===== config.mk =====
export PLATFORM = sky130hd
export DESIGN_NAME = shared_var_resolver
export DESIGN_NICKNAME = d
export VERILOG_FILES = /design/src/rtl/shared_var_resolver.sv
export SDC_FILE = /design/constraint.sdc
export NUM_CORES = 1
export LEC_CHECK = 0
export ABC_CLOCK_PERIOD_IN_PS = 4100
export CAP_MARGIN = 20
export CORE_MARGIN = 5
export CORE_UTILIZATION = 47
export CTS_CLUSTER_DIAMETER = 120
export DETAILED_ROUTE_END_ITERATION = 6
export PLACE_DENSITY_LB_ADDON = 0.25
export SLEW_MARGIN = 0
export SYNTH_ARGS = -nofsm -noshare
export SYNTH_HDL_FRONTEND = slang
export SYNTH_SLANG_ARGS = --single-unit

===== constraint.sdc =====
create_clock -name clk -period 4.1 [get_ports clk]
set_clock_uncertainty 0.05 [all_clocks]
set_input_delay 1.23 -clock clk [delete_from_list [all_inputs] [get_ports clk]]
set_output_delay 1.23 -clock clk [all_outputs]
set_load 0.03 [all_outputs]

===== src/rtl/shared_var_resolver.sv =====
// Merges same-cycle writes to one shared variable (the highest-index writer wins) and counts collisions.
// Each committed update is queued to a single reader through a 2-entry buffer. Optional macro: SHARED_VAR_XMASK_EN.
module shared_var_resolver #(
  parameter int NUM_WR = 4,
  parameter int DATA_W = 8,
  parameter int CNT_W  = 8
) (
  input  logic                     clk,
  input  logic                     rst,
  input  logic [NUM_WR-1:0]        wr_en,
  input  logic [NUM_WR*DATA_W-1:0] wr_data,
  output logic [DATA_W-1:0]        value_o,
  output logic                     conflict_o,
  output logic [CNT_W-1:0]         conflict_cnt_o,
  output logic                     rd_valid_o,
  input  logic                     rd_ready_i,
  output logic [DATA_W-1:0]        rd_data_o,
  output logic                     overflow_o,
  output logic [DATA_W-1:0]        x_mask_o
);

  typedef enum logic [1:0] {EMPTY, ONE, TWO} buf_state_t;

  logic              any_wr;
  logic [DATA_W-1:0] win_data;
  logic [NUM_WR-1:0] differs;
  logic              conflict_now;
  logic              push;
  logic              pop;

  logic [DATA_W-1:0] value_q, value_d;
  logic              conflict_q, conflict_d;
  logic [CNT_W-1:0]  cnt_q, cnt_d;
  buf_state_t        state_q, state_d;
  logic [DATA_W-1:0] head_q, head_d;
  logic [DATA_W-1:0] tail_q, tail_d;
  logic              ovf_q, ovf_d;

  // Later iterations overwrite earlier ones, so the highest asserted index wins.
  always_comb begin
    any_wr   = 1'b0;
    win_data = '0;
    for (int i = 0; i < NUM_WR; i++) begin
      if (wr_en[i]) begin
        any_wr   = 1'b1;
        win_data = wr_data[i*DATA_W +: DATA_W];
      end
    end
  end

  // A collision exists exactly when some asserted writer disagrees with the winner.
  for (genvar gi = 0; gi < NUM_WR; gi++) begin : g_diff
    assign differs[gi] = wr_en[gi] && (wr_data[gi*DATA_W +: DATA_W] != win_data);
  end
  assign conflict_now = |differs;

  assign push = any_wr;
  assign pop  = (state_q != EMPTY) && rd_ready_i;

  always_comb begin
    value_d    = any_wr ? win_data : value_q;
    conflict_d = conflict_now;
    cnt_d      = cnt_q;
    if (conflict_now && (cnt_q != {CNT_W{1'b1}})) begin
      cnt_d = cnt_q + CNT_W'(1);
    end
  end

  always_comb begin
    state_d = state_q;
    head_d  = head_q;
    tail_d  = tail_q;
    ovf_d   = ovf_q;
    case (state_q)
      EMPTY: begin
        if (push) begin
          state_d = ONE;
          head_d  = win_data;
        end
      end
      ONE: begin
        if (push && !pop) begin
          state_d = TWO;
          tail_d  = win_data;
        end else if (pop && !push) begin
          state_d = EMPTY;
        end else if (push && pop) begin
          head_d = win_data;
        end
      end
      TWO: begin
        if (pop && !push) begin
          state_d = ONE;
          head_d  = tail_q;
        end else if (push && pop) begin
          head_d = tail_q;
          tail_d = win_data;
        end else if (push && !pop) begin
          // Full and nobody reading: keep the oldest, replace the newest.
          tail_d = win_data;
          ovf_d  = 1'b1;
        end
      end
      default: state_d = EMPTY;
    endcase
  end

  always_ff @(posedge clk) begin
    if (rst) begin
      value_q    <= '0;
      conflict_q <= 1'b0;
      cnt_q      <= '0;
      state_q    <= EMPTY;
      head_q     <= '0;
      tail_q     <= '0;
      ovf_q      <= 1'b0;
    end else begin
      value_q    <= value_d;
      conflict_q <= conflict_d;
      cnt_q      <= cnt_d;
      state_q    <= state_d;
      head_q     <= head_d;
      tail_q     <= tail_d;
      ovf_q      <= ovf_d;
    end
  end

`ifdef SHARED_VAR_XMASK_EN
  logic [DATA_W-1:0] seen_one;
  logic [DATA_W-1:0] seen_zero;
  logic [DATA_W-1:0] xmask_q, xmask_d;

  always_comb begin
    seen_one  = '0;
    seen_zero = '0;
    for (int i = 0; i < NUM_WR; i++) begin
      if (wr_en[i]) begin
        seen_one  = seen_one | wr_data[i*DATA_W +: DATA_W];
        seen_zero = seen_zero | ~wr_data[i*DATA_W +: DATA_W];
      end
    end
    xmask_d = any_wr ? (seen_one & seen_zero) : xmask_q;
  end

  always_ff @(posedge clk) begin
    if (rst) xmask_q <= '0;
    else     xmask_q <= xmask_d;
  end

  assign x_mask_o = xmask_q;
`else
  assign x_mask_o = '0;
`endif

  assign value_o        = value_q;
  assign conflict_o     = conflict_q;
  assign conflict_cnt_o = cnt_q;
  assign rd_valid_o     = (state_q != EMPTY);
  assign rd_data_o      = head_q;
  assign overflow_o     = ovf_q;

endmodule


==> flow_summary.json <==
{
  "cts.sinks": 36,
  "postSynthCellCount": 301,
  "final_max_slew_viol_count": 0,
  "worst_slew_pin_slew_ns": 0.711,
  "io-pin-count": 74,
  "first_global_vias": 2203,
  "setup.worst_path.start_class": "primary input",
  "die-height_um": 81.0,
  "synthFlopType": "dfxtp_1",
  "worst_slack_ns": 0.128,
  "cp_data_required_time_ns": 4.20,
  "max_buffers_root_to_sink": 2,
  "post-route-util": 0.680,
  "dieArea_sq_um": 6550,
  "synth-edff-count": 0,
  "worst_ep_arrival_time_ns": 4.07,
  "area_growth_syn_to_layout_pct": 38.4,
  "asyncSetResetFlopFracSynth": 0,
  "post-dp-hpwl_um": 4970,
  "antenna_diode_count": 0,
  "cts_hold_buf": 0,
  "cts-htree-levels": 2,
  "overflow_after_grt": 0,
  "numPortBuffers": 65,
  "worst_skew_pair_latency_ns": 0.29,
  "place.gp.congestion": 0.896,
  "ys_top_cells_by_count": "nor2_1, dfxtp_1, a21oi_1",
  "cts_root_buffer": "clkbuf_8",
  "critical_path_class": "in -> reg",
  "status": "complete, no violations",
  "max_freq_mhz": 252,
  "p_total_uw": 1100,
  "grt_use_total": 0.200,
  "synthMostInstantiatedCell": "nor2_1",
  "yosys_warnings": 0,
  "synthDominantAreaCellType": "dfxtp_1",
  "drt-vias-per-instance": 5.62,
  "grt_antenna_before_repair": 0,
  "aggregate_routed_wire_length_um": 6550,
  "fin_crit_sh": 0.969,
  "floorplan.initialDensity": 0.491,
  "die_x_um": 81.0,
  "drc": 0,
  "critical_path.max_fanout": 8,
  "core-area_sq_um": 4820,
  "final_setup_fails": 0,
  "summed_negative_setup_slack_over_all_endpoints_ns": 0,
  "layout_min_cycle_time_ns": 3.97,
  "worst_setup_path_end_kind": "register",
  "power.ir.vdd_worst_mv": 0.223,
  "routedWlPerCell_um": 14.7,
  "route.antenna.remaining_nets": 0,
  "grt_pass1_wl_um": 10300,
  "relSlewSlack": 0.525,
  "share_of_post_route_cells_with_drive_strength_above_1": 0.116,
  "synthesis.area_per_instance_sq_um": 7.86,
  "cts_made_buffers": 5,
  "netlist-cell-type-count": 55,
  "power_per_cell_area_nw_per_um2": 335,
  "setup_repair_after_global_routing_missed_its_margin": "no",
  "ys_ff_latch": 36,
  "cts_tree": "yes",
  "seq_area_frac_synth": 0.305,
  "power.leakage_uw": 0.00127,
  "pin_count_of_the_biggest_net_entering_global_routing": 22,
  "drt_iter0_markers": 146,
  "rows": 25,
  "dr_total_vias": 2501,
  "drv.max_cap_violation_count": 0,
  "preCtsSetupSlack_ns": -0.0798,
  "post-synth-top-area-fraction": 0.305,
  "drt-pass1-iter-count": 4,
  "synth_area_sq_um": 2370,
  "clk_pin_slew_worst_paths_ns": 0.07,
  "final.hold.worst_slack_ns": 0.414,
  "final_hold_viol_count": 0,
  "hold_path.class": "reg -> reg",
  "num-nets-final": 420,
  "synth_top_area_cells": "dfxtp_1, nor2_1, a21oi_1"
}
==> layer usage <==
metal	up-vias	global-route usage	wire (um)
met5	-	0	0
met4	0	0.0541	88
met3	11	0.0355	446
met2	91	0.323	3120
met1	1174	0.272	2900
li1	1225	-	-
==> where the power goes <==
group | internal (uW) | switching (uW) | total (uW) | leakage [uW]
logic | 192 | 233 | 424 | 0.000918
registers | 390 | 27.1 | 418 | 0.000297
clock network | 134 | 121 | 255 | 0.0000510
total | 716 | 382 | 1100 | 0.00127
==> final timing paths <==
check,slack [ns],end,depth (start not counted),start
max reg2reg,1.94,rd_data_o[4]$_SDFFE_PP0P_,11,state_q[1]$_SDFFE_PP0P_
max,0.13,conflict_cnt_o[1]$_SDFFE_PP0P_,10,wr_en[3]
min,0.41,value_o[4]$_SDFFE_PP0N_,2,value_o[4]$_SDFFE_PP0N_
min reg2reg,0.41,value_o[4]$_SDFFE_PP0N_,2,value_o[4]$_SDFFE_PP0N_
==> layout make-up <==
| cell class | instances | area, sq um |
|---|---|---|
| Clock buffer | 6 | 82.6 |
| Clock inverter | 2 | 10.0 |
| Fill cell | 437 | 1540 |
| Inverter | 7 | 26.3 |
| Multi-Input combinational cell | 242 | 1540 |
| Sequential cell | 36 | 721 |
| Tap cell | 67 | 83.8 |
| Timing Repair Buffer | 85 | 813 |
==> metrics by stage <==
| stage | area (sq um) | cells |
|---|---|---|
| detailed placement | 3150 | 437 |
| global route | 3280 | 445 |
| CTS | 3250 | 445 |
| global placement | 3150 | 437 |
| floorplan | 2390 | 308 |
| finish | 3280 | 445 |
==> cells by family (layout without fill, tap and decap cells) <==
logic type / after synthesis / count (layout) / synth area share
AOI/OAI and AO/OA: 86 / 86 / 0.258
buffers and inverters: 30 / 100 / 0.0687
DFF: 36 / 36 / 0.305
other: 1 / 8 / 0.00158
adders and majority gates: 4 / 4 / 0.0212
xor gates and xnor gates: 12 / 12 / 0.0444
muxes: 11 / 11 / 0.0465
and+or+nand+nor: 121 / 121 / 0.255
==> cells in the final DEF (no fill, tap or decap), types with 3 or more instances in the layout <==
master           instances
o21a_1                   6
nor2_1                  49
buf_4                   19
mux2i_1                 11
nor4b_1                  5
inv_1                    6
ha_1                     4
or2_2                    4
nand3_1                  6
a211oi_1                 5
nor3_1                  17
conb_1                   8
and3_1                   4
o22ai_2                  3
nand2_1                 13
or3_1                    3
nor2b_1                  5
a21oi_1                 32
dfxtp_1                 36
clkbuf_8                 6
a221oi_2                 3
xnor2_1                 10
o21ai_0                 11
clkdlybuf4s50_1         65
o22ai_1                  6
==> timing repair <==
action / CTS / global route
gates resized for setup: 0 / 4
hold endpoints to repair: 0 / 0
setup endpoints to repair: 0 / 3
setup buffers: 0 / 0
==> critical path, stage by stage <==
cell	delay, ns
clkdlybuf4s50_1	0.51
or2_1	0.44
a221oi_1	0.39
nor3_1	0.08
nor4b_1	0.52
a41oi_2	0.21
a21oi_2	0.27
a21oi_1	0.18
mux2i_1	0.18
nor2_1	0.05
Note: power is estimated with default switching activity, not from simulation.
